[config.mk]
export PLATFORM = sky130hd
export DESIGN_NAME = ysyx_23060332_mem_arbiter_flat
export DESIGN_NICKNAME = d
export VERILOG_FILES = /design/src/rtl/ysyx_23060332_mem_arbiter_pkg.sv /design/src/rtl/ysyx_23060332_mem_arbiter_if.sv /design/src/rtl/ysyx_23060332_arb_pick.sv /design/src/rtl/ysyx_23060332_mem_arbiter.sv /design/src/flat_wrapper.sv
export SDC_FILE = /design/constraint.sdc
export NUM_CORES = 1
export LEC_CHECK = 0
export BUFFER_PORTS_ARGS = -buffer_cell sky130_fd_sc_hd__buf_2
export CAP_MARGIN = 10
export CORE_AREA = 8 8 88 129
export CTS_BUF_LIST = sky130_fd_sc_hd__clkbuf_8
export DETAILED_ROUTE_END_ITERATION = 16
export DIE_AREA = 0 0 96 137
export GPL_ROUTABILITY_DRIVEN = 0
export HOLD_SLACK_MARGIN = 0.02
export PLACE_DENSITY = 0.75
export SETUP_SLACK_MARGIN = 0.1
export SYNTH_ARGS = -nofsm -noshare
export SYNTH_HDL_FRONTEND = slang
export SYNTH_SLANG_ARGS = --single-unit
[constraint.sdc]
create_clock -name clk -period 1.6 [get_ports clk]
set_input_delay 0.24 -clock clk [delete_from_list [all_inputs] [get_ports clk]]
set_output_delay 0.24 -clock clk [all_outputs]
set_load 0.1 [all_outputs]
[src/rtl/ysyx_23060332_mem_arbiter_pkg.sv]
// Shared definitions for the IFU/LSU memory arbiter.
//   - ARB_* : arbiter FSM state encodings
//   - OWN_* : owner register encodings (which requester holds the port)
//   - GNT_* : bit positions inside the picker grant vector
//   - DEF_* : default address / data widths
package ysyx_23060332_mem_arbiter_pkg;

  localparam int DEF_ADDR_W = 32;
  localparam int DEF_DATA_W = 32;

  typedef enum logic [1:0] {
    ARB_IDLE  = 2'd0,
    ARB_ISSUE = 2'd1,
    ARB_WAIT  = 2'd2
  } arb_state_e;

  localparam logic OWN_IFU = 1'b0;
  localparam logic OWN_LSU = 1'b1;

  localparam int GNT_IFU = 0;
  localparam int GNT_LSU = 1;

endpackage

[src/rtl/ysyx_23060332_mem_arbiter_if.sv]
// Bundle of every handshake/bus signal around the memory arbiter.
//   ifu_* : instruction fetch requester (read-only)
//   lsu_* : load/store requester (read/write)
//   mem_* : downstream memory / bus bridge port
// Modports:
//   slave  : arbiter view (takes requests from IFU/LSU, drives mem_*)
//   master : environment view (requesters plus downstream memory)
interface ysyx_23060332_mem_arbiter_if
  import ysyx_23060332_mem_arbiter_pkg::*;
#(
  parameter int ADDR_W = DEF_ADDR_W,
  parameter int DATA_W = DEF_DATA_W
);

  logic                  ifu_req_valid;
  logic                  ifu_req_ready;
  logic [ADDR_W-1:0]     ifu_addr;
  logic                  ifu_rsp_valid;
  logic [DATA_W-1:0]     ifu_rdata;

  logic                  lsu_req_valid;
  logic                  lsu_req_ready;
  logic [ADDR_W-1:0]     lsu_addr;
  logic                  lsu_wen;
  logic [DATA_W-1:0]     lsu_wdata;
  logic [DATA_W/8-1:0]   lsu_wmask;
  logic                  lsu_rsp_valid;
  logic [DATA_W-1:0]     lsu_rdata;

  logic                  mem_req_valid;
  logic                  mem_req_ready;
  logic [ADDR_W-1:0]     mem_addr;
  logic                  mem_wen;
  logic [DATA_W-1:0]     mem_wdata;
  logic [DATA_W/8-1:0]   mem_wmask;
  logic                  mem_rsp_valid;
  logic [DATA_W-1:0]     mem_rdata;

  modport slave (
    input  ifu_req_valid, ifu_addr,
    output ifu_req_ready, ifu_rsp_valid, ifu_rdata,
    input  lsu_req_valid, lsu_addr, lsu_wen, lsu_wdata, lsu_wmask,
    output lsu_req_ready, lsu_rsp_valid, lsu_rdata,
    output mem_req_valid, mem_addr, mem_wen, mem_wdata, mem_wmask,
    input  mem_req_ready, mem_rsp_valid, mem_rdata
  );

  modport master (
    output ifu_req_valid, ifu_addr,
    input  ifu_req_ready, ifu_rsp_valid, ifu_rdata,
    output lsu_req_valid, lsu_addr, lsu_wen, lsu_wdata, lsu_wmask,
    input  lsu_req_ready, lsu_rsp_valid, lsu_rdata,
    input  mem_req_valid, mem_addr, mem_wen, mem_wdata, mem_wmask,
    output mem_req_ready, mem_rsp_valid, mem_rdata
  );

endinterface

[src/rtl/ysyx_23060332_arb_pick.sv]
// Combinational 2-way picker for the memory arbiter.
// Ports:
//   ifu_valid : IFU request pending
//   lsu_valid : LSU request pending
//   rr_last   : owner granted last time (only meaningful in round-robin mode)
//   grant     : one-hot grant, bit GNT_IFU / GNT_LSU; zero when nothing pends
// Build option YSYX_23060332_ARB_RR_EN: when defined, a tie goes to the
// requester that was not granted last; otherwise the LSU always wins a tie.
// A lone request is granted in either mode.
module ysyx_23060332_arb_pick
  import ysyx_23060332_mem_arbiter_pkg::*;
(
  input  logic       ifu_valid,
  input  logic       lsu_valid,
  input  logic       rr_last,
  output logic [1:0] grant
);

  always_comb begin
    grant = 2'b00;
    if (ifu_valid && lsu_valid) begin
`ifdef YSYX_23060332_ARB_RR_EN
      if (rr_last == OWN_LSU) grant[GNT_IFU] = 1'b1;
      else                    grant[GNT_LSU] = 1'b1;
`else
      grant[GNT_LSU] = 1'b1;
`endif
    end else if (lsu_valid) begin
      grant[GNT_LSU] = 1'b1;
    end else if (ifu_valid) begin
      grant[GNT_IFU] = 1'b1;
    end
  end

`ifndef YSYX_23060332_ARB_RR_EN
  // Fixed priority ignores the history input.
  logic unused_rr_last;
  assign unused_rr_last = rr_last;
`endif

endmodule

[src/rtl/ysyx_23060332_mem_arbiter.sv]
// Memory port arbiter between the IFU (fetch, read-only) and the LSU
// (load/store). One transaction outstanding at a time: a request is accepted
// in IDLE, registered, presented downstream in ISSUE, and the response is
// routed back to the owner in WAIT.
// Ports:
//   clk  : clock
//   rst  : synchronous active-high reset
//   bus  : ysyx_23060332_mem_arbiter_if.slave (ifu_*, lsu_*, mem_* groups)
// Build option YSYX_23060332_ARB_RR_EN: round-robin tie-break using rr_last;
// default build uses fixed LSU priority and has no rr_last register.
//
// state     | meaning
// ----------+---------------------------------------------------------
// ARB_IDLE  | no transaction; accept winner, capture payload
// ARB_ISSUE | mem_req_valid high with registered payload until ready
// ARB_WAIT  | request taken downstream; wait for mem_rsp_valid
module ysyx_23060332_mem_arbiter
  import ysyx_23060332_mem_arbiter_pkg::*;
#(
  parameter int ADDR_W = DEF_ADDR_W,
  parameter int DATA_W = DEF_DATA_W
)(
  input  logic                           clk,
  input  logic                           rst,
  ysyx_23060332_mem_arbiter_if.slave     bus
);

  arb_state_e            state;
  logic                  owner;
  logic [ADDR_W-1:0]     addr_q;
  logic                  wen_q;
  logic [DATA_W-1:0]     wdata_q;
  logic [DATA_W/8-1:0]   wmask_q;
  logic                  mem_req_valid_q;
  logic                  rr_last;
  logic [1:0]            grant;
  logic                  accept_ok;
  logic                  rsp_fire;

  ysyx_23060332_arb_pick u_pick (
    .ifu_valid (bus.ifu_req_valid),
    .lsu_valid (bus.lsu_req_valid),
    .rr_last   (rr_last),
    .grant     (grant)
  );

  // Reset wins over acceptance and response: nothing is handed out in a
  // reset cycle, so the outstanding transaction is silently dropped.
  assign accept_ok = (state == ARB_IDLE) && !rst;
  assign rsp_fire  = (state == ARB_WAIT) && bus.mem_rsp_valid && !rst;

  assign bus.ifu_req_ready = accept_ok && grant[GNT_IFU];
  assign bus.lsu_req_ready = accept_ok && grant[GNT_LSU];

  assign bus.ifu_rsp_valid = rsp_fire && (owner == OWN_IFU);
  assign bus.lsu_rsp_valid = rsp_fire && (owner == OWN_LSU);
  assign bus.ifu_rdata     = bus.ifu_rsp_valid ? bus.mem_rdata : '0;
  assign bus.lsu_rdata     = bus.lsu_rsp_valid ? bus.mem_rdata : '0;

  assign bus.mem_req_valid = mem_req_valid_q;
  assign bus.mem_addr      = addr_q;
  assign bus.mem_wen       = wen_q;
  assign bus.mem_wdata     = wdata_q;
  assign bus.mem_wmask     = wmask_q;

  always_ff @(posedge clk) begin
    if (rst) begin
      state           <= ARB_IDLE;
      owner           <= OWN_IFU;
      addr_q          <= '0;
      wen_q           <= 1'b0;
      wdata_q         <= '0;
      wmask_q         <= '0;
      mem_req_valid_q <= 1'b0;
    end else begin
      case (state)
        ARB_IDLE: begin
          if (grant[GNT_LSU]) begin
            owner           <= OWN_LSU;
            addr_q          <= bus.lsu_addr;
            wen_q           <= bus.lsu_wen;
            wdata_q         <= bus.lsu_wdata;
            wmask_q         <= bus.lsu_wmask;
            mem_req_valid_q <= 1'b1;
            state           <= ARB_ISSUE;
          end else if (grant[GNT_IFU]) begin
            // Fetches are always reads with an empty mask.
            owner           <= OWN_IFU;
            addr_q          <= bus.ifu_addr;
            wen_q           <= 1'b0;
            wdata_q         <= '0;
            wmask_q         <= '0;
            mem_req_valid_q <= 1'b1;
            state           <= ARB_ISSUE;
          end
        end
        ARB_ISSUE: begin
          if (bus.mem_req_ready) begin
            mem_req_valid_q <= 1'b0;
            state           <= ARB_WAIT;
          end
        end
        ARB_WAIT: begin
          if (bus.mem_rsp_valid) state <= ARB_IDLE;
        end
        default: begin
          mem_req_valid_q <= 1'b0;
          state           <= ARB_IDLE;
        end
      endcase
    end
  end

`ifdef YSYX_23060332_ARB_RR_EN
  always_ff @(posedge clk) begin
    if (rst)                  rr_last <= OWN_IFU;
    else if (accept_ok && (grant != 2'b00))
                              rr_last <= grant[GNT_LSU] ? OWN_LSU : OWN_IFU;
  end
`else
  assign rr_last = OWN_IFU;
`endif

endmodule

[src/flat_wrapper.sv]
// flat-port wrapper written by rule: the top's interface ports become plain ports
module ysyx_23060332_mem_arbiter_flat import ysyx_23060332_mem_arbiter_pkg::*;
#(
  parameter int ADDR_W = DEF_ADDR_W,
  parameter int DATA_W = DEF_DATA_W
)
  (clk, rst, bus_ifu_req_valid, bus_ifu_addr, bus_ifu_req_ready, bus_ifu_rsp_valid, bus_ifu_rdata, bus_lsu_req_valid, bus_lsu_addr, bus_lsu_wen, bus_lsu_wdata, bus_lsu_wmask, bus_lsu_req_ready, bus_lsu_rsp_valid, bus_lsu_rdata, bus_mem_req_valid, bus_mem_addr, bus_mem_wen, bus_mem_wdata, bus_mem_wmask, bus_mem_req_ready, bus_mem_rsp_valid, bus_mem_rdata);
  ysyx_23060332_mem_arbiter_if #(.ADDR_W(ADDR_W), .DATA_W(DATA_W)) bus_i ();
  input  logic clk;
  input  logic rst;
  input wire logic [$bits(bus_i.ifu_req_valid)-1:0] bus_ifu_req_valid;
  input wire logic [$bits(bus_i.ifu_addr)-1:0] bus_ifu_addr;
  output wire logic [$bits(bus_i.ifu_req_ready)-1:0] bus_ifu_req_ready;
  output wire logic [$bits(bus_i.ifu_rsp_valid)-1:0] bus_ifu_rsp_valid;
  output wire logic [$bits(bus_i.ifu_rdata)-1:0] bus_ifu_rdata;
  input wire logic [$bits(bus_i.lsu_req_valid)-1:0] bus_lsu_req_valid;
  input wire logic [$bits(bus_i.lsu_addr)-1:0] bus_lsu_addr;
  input wire logic [$bits(bus_i.lsu_wen)-1:0] bus_lsu_wen;
  input wire logic [$bits(bus_i.lsu_wdata)-1:0] bus_lsu_wdata;
  input wire logic [$bits(bus_i.lsu_wmask)-1:0] bus_lsu_wmask;
  output wire logic [$bits(bus_i.lsu_req_ready)-1:0] bus_lsu_req_ready;
  output wire logic [$bits(bus_i.lsu_rsp_valid)-1:0] bus_lsu_rsp_valid;
  output wire logic [$bits(bus_i.lsu_rdata)-1:0] bus_lsu_rdata;
  output wire logic [$bits(bus_i.mem_req_valid)-1:0] bus_mem_req_valid;
  output wire logic [$bits(bus_i.mem_addr)-1:0] bus_mem_addr;
  output wire logic [$bits(bus_i.mem_wen)-1:0] bus_mem_wen;
  output wire logic [$bits(bus_i.mem_wdata)-1:0] bus_mem_wdata;
  output wire logic [$bits(bus_i.mem_wmask)-1:0] bus_mem_wmask;
  input wire logic [$bits(bus_i.mem_req_ready)-1:0] bus_mem_req_ready;
  input wire logic [$bits(bus_i.mem_rsp_valid)-1:0] bus_mem_rsp_valid;
  input wire logic [$bits(bus_i.mem_rdata)-1:0] bus_mem_rdata;
  assign bus_i.ifu_req_valid = bus_ifu_req_valid;
  assign bus_i.ifu_addr = bus_ifu_addr;
  assign bus_ifu_req_ready = bus_i.ifu_req_ready;
  assign bus_ifu_rsp_valid = bus_i.ifu_rsp_valid;
  assign bus_ifu_rdata = bus_i.ifu_rdata;
  assign bus_i.lsu_req_valid = bus_lsu_req_valid;
  assign bus_i.lsu_addr = bus_lsu_addr;
  assign bus_i.lsu_wen = bus_lsu_wen;
  assign bus_i.lsu_wdata = bus_lsu_wdata;
  assign bus_i.lsu_wmask = bus_lsu_wmask;
  assign bus_lsu_req_ready = bus_i.lsu_req_ready;
  assign bus_lsu_rsp_valid = bus_i.lsu_rsp_valid;
  assign bus_lsu_rdata = bus_i.lsu_rdata;
  assign bus_mem_req_valid = bus_i.mem_req_valid;
  assign bus_mem_addr = bus_i.mem_addr;
  assign bus_mem_wen = bus_i.mem_wen;
  assign bus_mem_wdata = bus_i.mem_wdata;
  assign bus_mem_wmask = bus_i.mem_wmask;
  assign bus_i.mem_req_ready = bus_mem_req_ready;
  assign bus_i.mem_rsp_valid = bus_mem_rsp_valid;
  assign bus_i.mem_rdata = bus_mem_rdata;
  ysyx_23060332_mem_arbiter #(.ADDR_W(ADDR_W), .DATA_W(DATA_W)) u_core (.clk(clk), .rst(rst), .bus(bus_i));
endmodule
==> results of run 1 <==
## repair_timing
action                                 in CTS  in global routing
endpoints found under the hold margin       0                  0
gates resized for setup                     6                 17
cloned                                      1                 11
setup endpoints to repair                  68                138
setup buffers                               4                 13
pin swaps                                   7                 34
## per-layer routing
layer	track usage, %	share of wire [%]	routed length (um)
met5	0	0	0
met1	20.4	32	5140
met3	6.26	8.9	1440
met4	10.4	3.1	503
met2	37.3	56	9030
## area by class of cell
class	count	area, um2
multi-input combinational	218	1960
timing repair buffer	324	3100
inverter	1	3.75
tap	115	144
antenna	1	2.50
fill	629	2640
sequential	73	1460
clock buffer	11	151
clock inverter	5	55.1
## flip-flops by register name (all words and copies together) (netlist names)
register	flops
u_core.bus.mem_addr	32
u_core.bus.mem_wdata	32
u_core.bus.mem_wmask	4
u_core.state	2
u_core.bus.mem_req_valid	1
u_core.bus.mem_wen	1
u_core.owner	1
## cells in the final DEF, fill, tap and decap left out, drive strengths merged, types with 2 or more instances in the layout
master and instances:
clkinv 2, nor2 5, a21oi 36, mux2i 32
and2 65, inv 2, a22o 37, a211oi 32
buf 316, nand2 4, clkbuf 19, dfxtp 73
## kinds of logic after synthesis
group | synth area share [%]
muxes | 9.46
DFF | 43.2
AOI/OAI and AO/OA | 26.9
buffers and inverters | 5.84
and+or+nand+nor | 14.6
## power groups by stage
stage / registers, W / logic [W] / clock network, W
2_1_floorplan: 0.00328 / 0.000624 / 0
3_3_place_gp: 0.00210 / 0.00229 / 0
3_5_place_dp: 0.00211 / 0.00233 / 0
4_1_cts: 0.00207 / 0.00235 / 0.00150
5_1_grt: 0.00210 / 0.00263 / 0.00160
6_report: 0.00208 / 0.00254 / 0.00148
## stage by stage
stage | instances | hold slack (ns) | area (um2) | worst slack, ns
floorplan | 325 | 0.373 | 3660 | -0.478
global placement | 702 | 0.444 | 6160 | -0.0213
detailed placement | 702 | 0.452 | 6160 | -0.0285
CTS | 723 | 0.0946 | 6450 | -0.330
global route | 748 | 0.0961 | 6880 | -0.386
finish | 748 | 0.115 | 6880 | -0.329
## cells in the mapped netlist, types with 2 or more instances
cell / count
dfxtp_1: 73
and2_1: 64
a22o_1: 37
a21oi_1: 35
mux2i_1: 32
a211oi_2: 30
clkbuf_1: 17
buf_6: 8
buf_2: 5
nand2_1: 4
nor2_1: 4
a211oi_1: 2
buf_1: 2
## path summary, 6_finish.rpt
| kind | to | cells after the start |
|---|---|---|
| hold / removal | u_core.bus.mem_wdata[7] | 2 |
| setup reg to reg | u_core.bus.mem_wdata[23] | 9 |
| hold reg to reg | u_core.bus.mem_req_valid | 2 |
| setup / recovery | bus_lsu_rdata[6] | 6 |
## critical path: cells and delay by family, from the launching register on
family / cells / cell delay (ns)
DFF: 1 / 0.33
buffers and inverters: 3 / 0.46
and+or+nand+nor: 3 / 0.54
==> impl_results.md, run 1 <==
* CTS tree: done
* Max Slew Vio Count at 0
* Area of the die at 13,200 um2
* Count of max-cap constraint violations at 0
* # hold bufs at CTS at 0
* Layout cell share with drive strength beyond 1 at 70.3%
* TNS Setup at -17.13 ns
* RR Startpoint: u_core.state[0]
* Layout area overhead at 103%
* Delay of the slowest critical-path stage at 0.33 ns
* Mean post-synth cell area at 10.4 um2
* Syn nets at 464
* Clock power share at 24.2%
* Net count, final at 766
* Total CTS buffers at 9
* Switch Pwr at 0.00259 W
* Minimum clock period at 1.93 ns
* I/O Buffers at 276
* Final Skew at 0.0138 ns
* Ports at 277
* Number of synthesized flops with an enable pin at 0
* Worst-path clk slew at 0.08 ns
* Status: finished with violations
* Setup WS post-layout at -0.329 ns
* Most used cell, CP: buf_12
* Setup violators final at 68
* Total power after layout at 0.00610 W
* Clock sink count at 73
* R2R Setup Slk at 0.04 ns
* Switching part of the total at 42.5%
* Initial core utilization at 35.5%
* Global-route wire length before repair at 20,900 um
* Vias at 3,852
* Count of unique library cells instantiated by Yosys at 25
* Row cnt at 44
* HP Start: bus_lsu_wdata[7]
* Nature of the critical path endpoint: output pin
* Syn Inst Count at 325
* Worst-path maximum fanout at 8
* Ys flop type: dfxtp_1
* CP required at 1.36 ns
* Synth async-reset ratio at 0%
* Synth warn at 0
* Peak VDD IR at 0.873 mV
* Initial antenna violation count at 1
* Vias per cell at 5.15
* GRT Util Overall at 20.7%
* Logic pwr share at 41.7%
* Fin util at 72.3%
* Hold crit path type: in -> reg
* Clock Root Buffer: clkbuf_8
* Leak at 3.29 nW
* Failing checks: setup timing
* CTS H-tree depth at 3
* Maximum clock insertion buffer count at 2
* Max_slew headroom at 64.3%
* Fin. Hold Viols at 0
* Int Power at 0.00350 W
* Chip Width at 96 um
* Sequential power share at 34.1%
* CP startpoint kind: register
* DRT iter0 DRCs at 130
* WL per Instance at 21.5 um
* Fmax at 518 MHz
* Unrepaired setup endpoints after global routing: true
* Core area at 9520 um2
* Detailed-route wire length at 16,100 um
* CP max stage cell: dfxtp_2
* Top cells by area, synth: dfxtp_1, and2_1, a211oi_2
* Die H at 137 um
* Critical-path cell list: nand4bb_4 > nor2_4 > buf_12 > clkbuf_16 > and2_4 > buf_12
* Synth Register Bits at 73
* Setup CP Type: reg -> out
* Clk_lat worst skew at 0.34 ns
* Final antenna-violating net count at 0
* Worst-margin pin slew at 0.536 ns
* # DRC at 0
* Crit path launch: u_core.state[0]
* Area fraction of the dominant cell type after synthesis at 43.2%
* CP arrival at 1.69 ns
* Dpl hpwl at 11,800 um
* Post-synth top area cell: dfxtp_1
* Fin crit share at 121%
* Grt ovf at 0
* Pwr/cell area at 886 nW/um2
* Synthesized cell area at 3390 um2
* Pin count of the biggest net entering global routing at 39
* First-pass detailed-route iteration total at 4
* Sequential-to-total area share from yosys stat at 43.2%
* Vias in the first global route at 3,909
Power figures use the tool's default switching activity.
==> inputs of run 2 (changes only) <==
--- a/config.mk
+++ b/config.mk
@@ -7,14 +7,15 @@
 export LEC_CHECK = 0
 export BUFFER_PORTS_ARGS = -buffer_cell sky130_fd_sc_hd__buf_2
 export CAP_MARGIN = 10
-export CORE_AREA = 8 8 88 129
+export CORE_AREA = 8 8 102 104
 export CTS_BUF_LIST = sky130_fd_sc_hd__clkbuf_8
 export DETAILED_ROUTE_END_ITERATION = 16
-export DIE_AREA = 0 0 96 137
+export DIE_AREA = 0 0 110 112
 export GPL_ROUTABILITY_DRIVEN = 0
 export HOLD_SLACK_MARGIN = 0.02
-export PLACE_DENSITY = 0.75
+export PLACE_DENSITY = 0.8
 export SETUP_SLACK_MARGIN = 0.1
 export SYNTH_ARGS = -nofsm -noshare
 export SYNTH_HDL_FRONTEND = slang
+export SYNTH_HIERARCHICAL = 1
 export SYNTH_SLANG_ARGS = --single-unit
==> run 2 against run 1 <==
Against the previous run: the flow still finishes with violations (setup timing); via count down 7.1%; clock skew down 0.0064 ns; worst setup slack better by 0.13 ns; clock-buffer cell count down 2; first-iteration DRC count up 28%; sequential share of layout area up 1.8 points; non-clock buffer count down 28; critical path depth down 1; die area down 6.3%; design area down 7.9%; sequential power about the same; critical path type unchanged; highest routed layer unchanged.
==> impl_results.md, run 2 <==
* Vias in the first global route at 3,899 (-0.26%)
* Cells on worst reg2reg path at 5 (-4)
* Syn Inst Count at 329 (+1.2%)
* Nature of the critical path endpoint: output pin
* Die H at 112 um (-18%)
* Commonest non-fill, non-tap cell in the layout: buf_2
* Pwr/cell area at 888 nW/um2 (+0.31%)
* CP required at 1.36 ns (about the same)
* Max Slew Vio Count at 0 (unchanged)
* Global-route wire length before repair at 20,300 um (-2.5%)
* Net count, final at 739 (-3.5%)
* Ports at 277 (unchanged)
* CP max stage cell: dfxtp_2
* Count of max-cap constraint violations at 0 (unchanged)
* Setup WS post-layout at -0.202 ns (+0.127 ns)
* Mean post-synth cell area at 10.3 um2 (-1.1%)
* Worst Hold End: u_core/bus.mem_wdata[31]
* Most frequent cells in the layout: buf_2, buf_12, dfxtp_1
* Hold path depth at 2 (unchanged)
* CTS tree: done
* Clock sink count at 73 (unchanged)
* Area of the die at 12,300 um2 (-6.3%)
* Setup violators final at 68 (unchanged)
* ANT cells at 0 (-1)
* Maximum clock insertion buffer count at 2 (unchanged)
* GRT Util Overall at 20.9% (+0.19 points)
* Vias per cell at 5.00 (-3.0%)
* CTS H-tree depth at 3 (unchanged)
* WL per Instance at 19.0 um (-12%)
* Status: finished with violations
* Worst-margin pin slew at 0.591 ns (+0.0549 ns)
* Fmax at 555 MHz (+7.0%)
* Grt ovf at 0 (unchanged)
* Reg-to-Reg End: u_core/bus.mem_addr[3]
* DRT iter0 DRCs at 166 (+28%)
* Worst-path clk slew at 0.08 ns (about the same)
* Most used cell, CP: buf_12
* Setup CP Type: reg -> out
* Synthesized cell area at 3390 um2 (+0.15%)
* Clock Root Buffer: clkbuf_8
* Row cnt at 35 (-20%)
* Minimum clock period at 1.80 ns (-0.127 ns)
* Vias at 3,578 (-7.1%)
* Pin count of the biggest net entering global routing at 37 (-5.1%)
* WP buf/inv at 2 (-1)
* Delay of the slowest critical-path stage at 0.33 ns (about the same)
* Final Skew at 0.00740 ns (-0.00644 ns)
* Dpl hpwl at 11,100 um (-5.9%)
* HP Start: bus_lsu_wdata[31]
* Delay-heaviest family, CP: simple AND/OR/NAND/NOR gates
* RR Startpoint: u_core/state[1]
* Layout cell share with drive strength beyond 1 at 68.6% (-1.7 points)
* Post-Place Setup Slack at 0.0153 ns (+0.0438 ns)
* Worst-path maximum fanout at 33 (+25)
* R2R Setup Slk at 0.22 ns (+0.18 ns)
* Chip Width at 110 um (+15%)
* Finished Layout Cells at 716 (-4.3%)
* Leak at 3.03 nW (-7.8%)
* TNS Setup at -11.85 ns (+5.28 ns)
* Clk_lat worst skew at 0.34 ns (about the same)
* Dpl cells at 698 (-0.57%)
* Synth warn at 6 (+6)
* Peak VDD IR at 0.624 mV (-28%)
* Core area at 8890 um2 (-6.7%)
* Fin. Hold Viols at 0 (unchanged)
* CP startpoint kind: register
* Unrepaired setup endpoints after global routing: true
* # DRC at 0 (unchanged)
* Hold crit path type: in -> reg
* Detailed-route wire length at 13,600 um (-16%)
* Failing checks: setup timing
* Initial core utilization at 38.1% (+2.6 points)
* CP arrival at 1.56 ns (-0.13 ns)
* Max_slew headroom at 60.6% (-3.7 points)
* Fin crit share at 113% (-7.9 points)
* Initial antenna violation count at 0 (-1)
* First-pass detailed-route iteration total at 7 (+3)
* Syn nets at 468 (+0.86%)
* I/O Buffers at 276 (unchanged)
* Total CTS buffers at 9 (unchanged)
* Final antenna-violating net count at 0 (unchanged)
* Layout area overhead at 86.9%
* Critical-path cell list: nor2_2 > and4b_2 > buf_12 > and2_2 > buf_12
run 2: cell count changes in the layout (fill, tap and decap cells not counted), moves of 3 or more:
| cell | before | now |
|---|---|---|
| buf_12 | 78 | 75 |
| buf_8 | 5 | 0 |
| clkbuf_16 | 8 | 0 |
| and2_2 | 0 | 6 |
| buf_4 | 19 | 12 |
| buf_6 | 5 | 0 |
| and2_4 | 65 | 61 |
run 2: how the worst max path moves through the flow:
| stage | to | slack [ns] | cells after the start | startpoint |
|---|---|---|---|---|
| after floorplan | bus_ifu_rdata[22] | 0.02 | 5 | u_core/state[0] |
| after global placement | bus_ifu_rdata[0] | 0.1 | 6 | rst |
| after detailed placement | u_core/bus.mem_addr[10] | 0.02 | 6 | bus_lsu_req_valid |
| after CTS | bus_ifu_rdata[0] | -0.23 | 5 | u_core/state[0] |
| after global routing | bus_ifu_rdata[0] | -0.28 | 5 | u_core/state[0] |
| final | bus_ifu_rdata[31] | -0.20 | 5 | u_core/state[0] |
run 2: timing repair:
action,CTS,global route
pin swaps,1,0
hold endpoints to repair,0,0
gates cloned,1,0
resized for setup,9,1
setup endpoints to repair,95,68
hold buffers,0,0
setup buffers,1,0
run 2: per-layer routing:
metal	routed length, um	up-vias	track usage, %
li1	-	1717	-
met3	1180	25	6.64
met2	7060	178	36.9
met5	0	-	0
met1	5000	1658	22.0
met4	341	0	7.93
run 2: cell type report:
cell class,count,area (um2)
fillers,630,2550
multi-input cells,220,1910
clock buffers,9,124
clock inverters,7,46.3
repair buffers,296,2660
flip-flops and latches,73,1460
well taps,111,139
run 2: power breakdown:
group	internal, W	switching (W)	leakage (nW)	total [W]
combinational	0.000548	0.00176	2.35	0.00231
clock	0.000559	0.000691	0.0814	0.00125
sequential	0.00199	0.0000877	0.603	0.00208
run 2: stage by stage:
step	cell area, um2	utilization [%]	total power [W]	hold slack (ns)
floorplan	3620	-	0.00389	0.373
global placement	6110	68.7	0.00437	0.451
detailed placement	6110	68.7	0.00442	0.452
CTS	6330	71.2	0.00568	0.0899
global route	6340	71.3	0.00587	0.0839
finish	6340	71.3	0.00563	0.110
==> inputs of run 3 (changes only) <==
--- a/config.mk
+++ b/config.mk
@@ -7,13 +7,13 @@
 export LEC_CHECK = 0
 export BUFFER_PORTS_ARGS = -buffer_cell sky130_fd_sc_hd__buf_2
 export CAP_MARGIN = 10
-export CORE_AREA = 8 8 102 104
+export CORE_AREA = 2 2 107 109
 export CTS_BUF_LIST = sky130_fd_sc_hd__clkbuf_8
 export DETAILED_ROUTE_END_ITERATION = 16
-export DIE_AREA = 0 0 110 112
+export DIE_AREA = 0 0 109 111
 export GPL_ROUTABILITY_DRIVEN = 0
 export HOLD_SLACK_MARGIN = 0.02
-export PLACE_DENSITY = 0.8
+export PLACE_DENSITY = 0.66
 export SETUP_SLACK_MARGIN = 0.1
 export SYNTH_ARGS = -nofsm -noshare
 export SYNTH_HDL_FRONTEND = slang
==> run 3 against run 2 <==
Against the previous run: the flow still finishes with violations (setup timing); sequential power is essentially flat; clock power increased by 18%; fmax is 0.22% lower; clock-buffer cell count grew 3; critical path depth unchanged; global-route usage shrank 2.9 points; register-to-register slack about the same.
==> impl_results.md, run 3 (same netlist as run 2, synthesis figures left out) <==
* RR Startpoint: u_core/state[0]
* Pwr/cell area at 903 nW/um2 (+1.6%)
* CTS H-tree depth at 3 (unchanged)
* Status: finished with violations
* Grt ovf at 0 (unchanged)
* CTS tree: done
* Fin. Hold Viols at 0 (unchanged)
* Leak at 3.09 nW (+2.0%)
* Cells on worst reg2reg path at 6 (+1)
* Core area at 11,100 um2 (+25%)
* Clock sink count at 73 (unchanged)
* WL per Instance at 15.3 um (-19%)
* Unrepaired setup endpoints after global routing: true
* Delay of the slowest critical-path stage at 0.32 ns (about the same)
* Die H at 111 um (-0.89%)
* CP startpoint kind: register
* Max Slew Vio Count at 0 (unchanged)
* Vias in the first global route at 3,561 (-8.7%)
* Fin area at 6480 um2 (+2.3%)
* Setup WS post-layout at -0.206 ns (-0.00401 ns)
* Multi-input gate area at 1910 um2 (+0.33%)
* Chip Width at 109 um (-0.91%)
* Final antenna-violating net count at 0 (unchanged)
* # DRC at 0 (unchanged)
* Global-route wire length before repair at 17,100 um (-16%)
* Worst Hold End: u_core/bus.mem_wdata[5]
* Vias per cell at 4.69 (-6.2%)
* Net count, final at 747 (+1.1%)
* Placed inst area at 6120 um2 (+0.12%)
* Critical-path cell list: nor2_2 > and4b_2 > buf_12 > and2_2 > buf_12
* Fill cells at 919 (+46%)
* Worst-margin pin slew at 0.566 ns (-0.0246 ns)
* CP required at 1.36 ns (about the same)
* Dpl cells at 730 (+4.6%)
* Hold crit path type: in -> reg
* Storage element area at 1470 um2 (+0.26%)
* Initial core utilization at 30.6% (-7.5 points)
* Pin count of the biggest net entering global routing at 39 (+5.4%)
* Worst-path clk slew at 0.07 ns (about the same)
* Setup CP Type: reg -> out
* GRT Util Overall at 17.9% (-2.9 points)
* CP max stage cell: dfxtp_2
* Routed wl met3 at 958 um (-19%)
* Row cnt at 39 (+11%)
* Layout area overhead at 91.1%
* Reg-to-Reg End: u_core/bus.mem_addr[1]
* Fin crit share at 113% (+0.25 points)
* HP Start: bus_lsu_wdata[5]
* Clock Root Buffer: clkbuf_8
* Detailed-route wire length at 11,600 um (-15%)
* Minimum clock period at 1.81 ns (+0.00401 ns)
* Hold WS at 0.121 ns (+0.0116 ns)
* R2R Setup Slk at 0.21 ns (about the same)
* Most used cell, CP: buf_12
* Top layer in use: met5
* Failing checks: setup timing
* Total CTS buffers at 9 (unchanged)
* First-pass detailed-route iteration total at 4 (-3)
* Initial antenna violation count at 3 (+3)
* DRT iter0 DRCs at 103 (-38%)
* Setup violators final at 67 (-1.5%)
* Fmax at 554 MHz (-0.22%)
* Most frequent cells in the layout: buf_2, buf_12, dfxtp_1
* Max_slew headroom at 62.3% (+1.6 points)
* Worst-path maximum fanout at 33 (unchanged)
* Ports at 277 (unchanged)
* DR WL met2 at 6140 um (-13%)
* Clk_lat worst skew at 0.33 ns (about the same)
* Layout cell share with drive strength beyond 1 at 69.2% (+0.64 points)
* Dpl hpwl at 8860 um (-20%)
* Peak VDD IR at 0.611 mV (-2.2%)
* Hold path depth at 2 (unchanged)
* Fin util at 58.5% (-13 points)
* Vias at 3,543 (-0.98%)
* Final Skew at 0.00796 ns (+0.000560 ns)
* Commonest non-fill, non-tap cell in the layout: buf_2
* I/O Buffers at 276 (unchanged)
* Area of the die at 12,100 um2 (-1.8%)
* CP arrival at 1.57 ns (about the same)
* Nature of the critical path endpoint: output pin
* Count of max-cap constraint violations at 0 (unchanged)
* Met1 WL at 4210 um (-16%)
* Finished Layout Cells at 756 (+5.6%)
* Maximum clock insertion buffer count at 2 (unchanged)
-- run 3: cell types whose count changed in the layout (fill, tap and decap cells not counted), sizes merged --
cell      previous run  this run
buf                296       302
clkbuf               9        14
clkinv               3         0
clkinvlp             3         1
diode                0         2
bufinv               0         1
inv                  1         0
-- run 3: worst max-delay path, delay by kind of cell (launching register included) --
kind | cells | cell delay [ns]
buffers and inverters | 2 | 0.36
flip-flops | 1 | 0.32
AND/OR/NAND/NOR | 3 | 0.54
-- run 3: layer usage --
metal,GRT usage [%],up-vias
li1,-,1739
met1,18.3,1635
met2,33.5,151
met3,4.94,16
met4,7.35,2
met5,0,-
-- run 3: final cells by class --
cell class,count,share of cell area [%]
Timing Repair Buffer,304,41.9
Multi-Input combinational cell,220,29.5
Sequential cell,73,22.6
Antenna cell,2,0.0772
Clock buffer,12,2.55
Clock inverter,2,0.579
Tap cell,143,2.76
-- run 3: timing repair --
| item | CTS | global route |
|---|---|---|
| hold buffers | 0 | 0 |
| cloned | 0 | 3 |
| buffers inserted | 2 | 5 |
| setup endpoints to repair | 82 | 109 |
| resized for setup | 8 | 8 |
| pin swaps | 1 | 22 |
-- run 3: where the power goes --
group          internal (W)  total, W  switching [W]
sequential          0.00199   0.00207      0.0000854
combinational      0.000564   0.00230        0.00174
clock              0.000832   0.00148       0.000645
total               0.00338   0.00585        0.00247
-- run 3: worst max-delay path by stage --
stage	startpoint	end	depth (start not counted)
after floorplan	u_core/state[0]	bus_ifu_rdata[22]	5
after global placement	rst	bus_ifu_rdata[0]	6
after detailed placement	rst	bus_ifu_rdata[31]	6
after CTS	u_core/state[0]	bus_ifu_rdata[31]	5
after global routing	u_core/state[0]	bus_ifu_rdata[1]	5
final	u_core/state[0]	bus_ifu_rdata[31]	5
-- run 3: metrics by stage --
stage	TNS (ns)	setup slack, ns	total power [W]
CTS	-13.07	-0.235	0.00590
finish	-11.54	-0.206	0.00585
floorplan	0	0.0155	0.00389
detailed placement	0	0.0583	0.00438
global route	-17.10	-0.293	0.00609
global placement	0	0.0724	0.00435
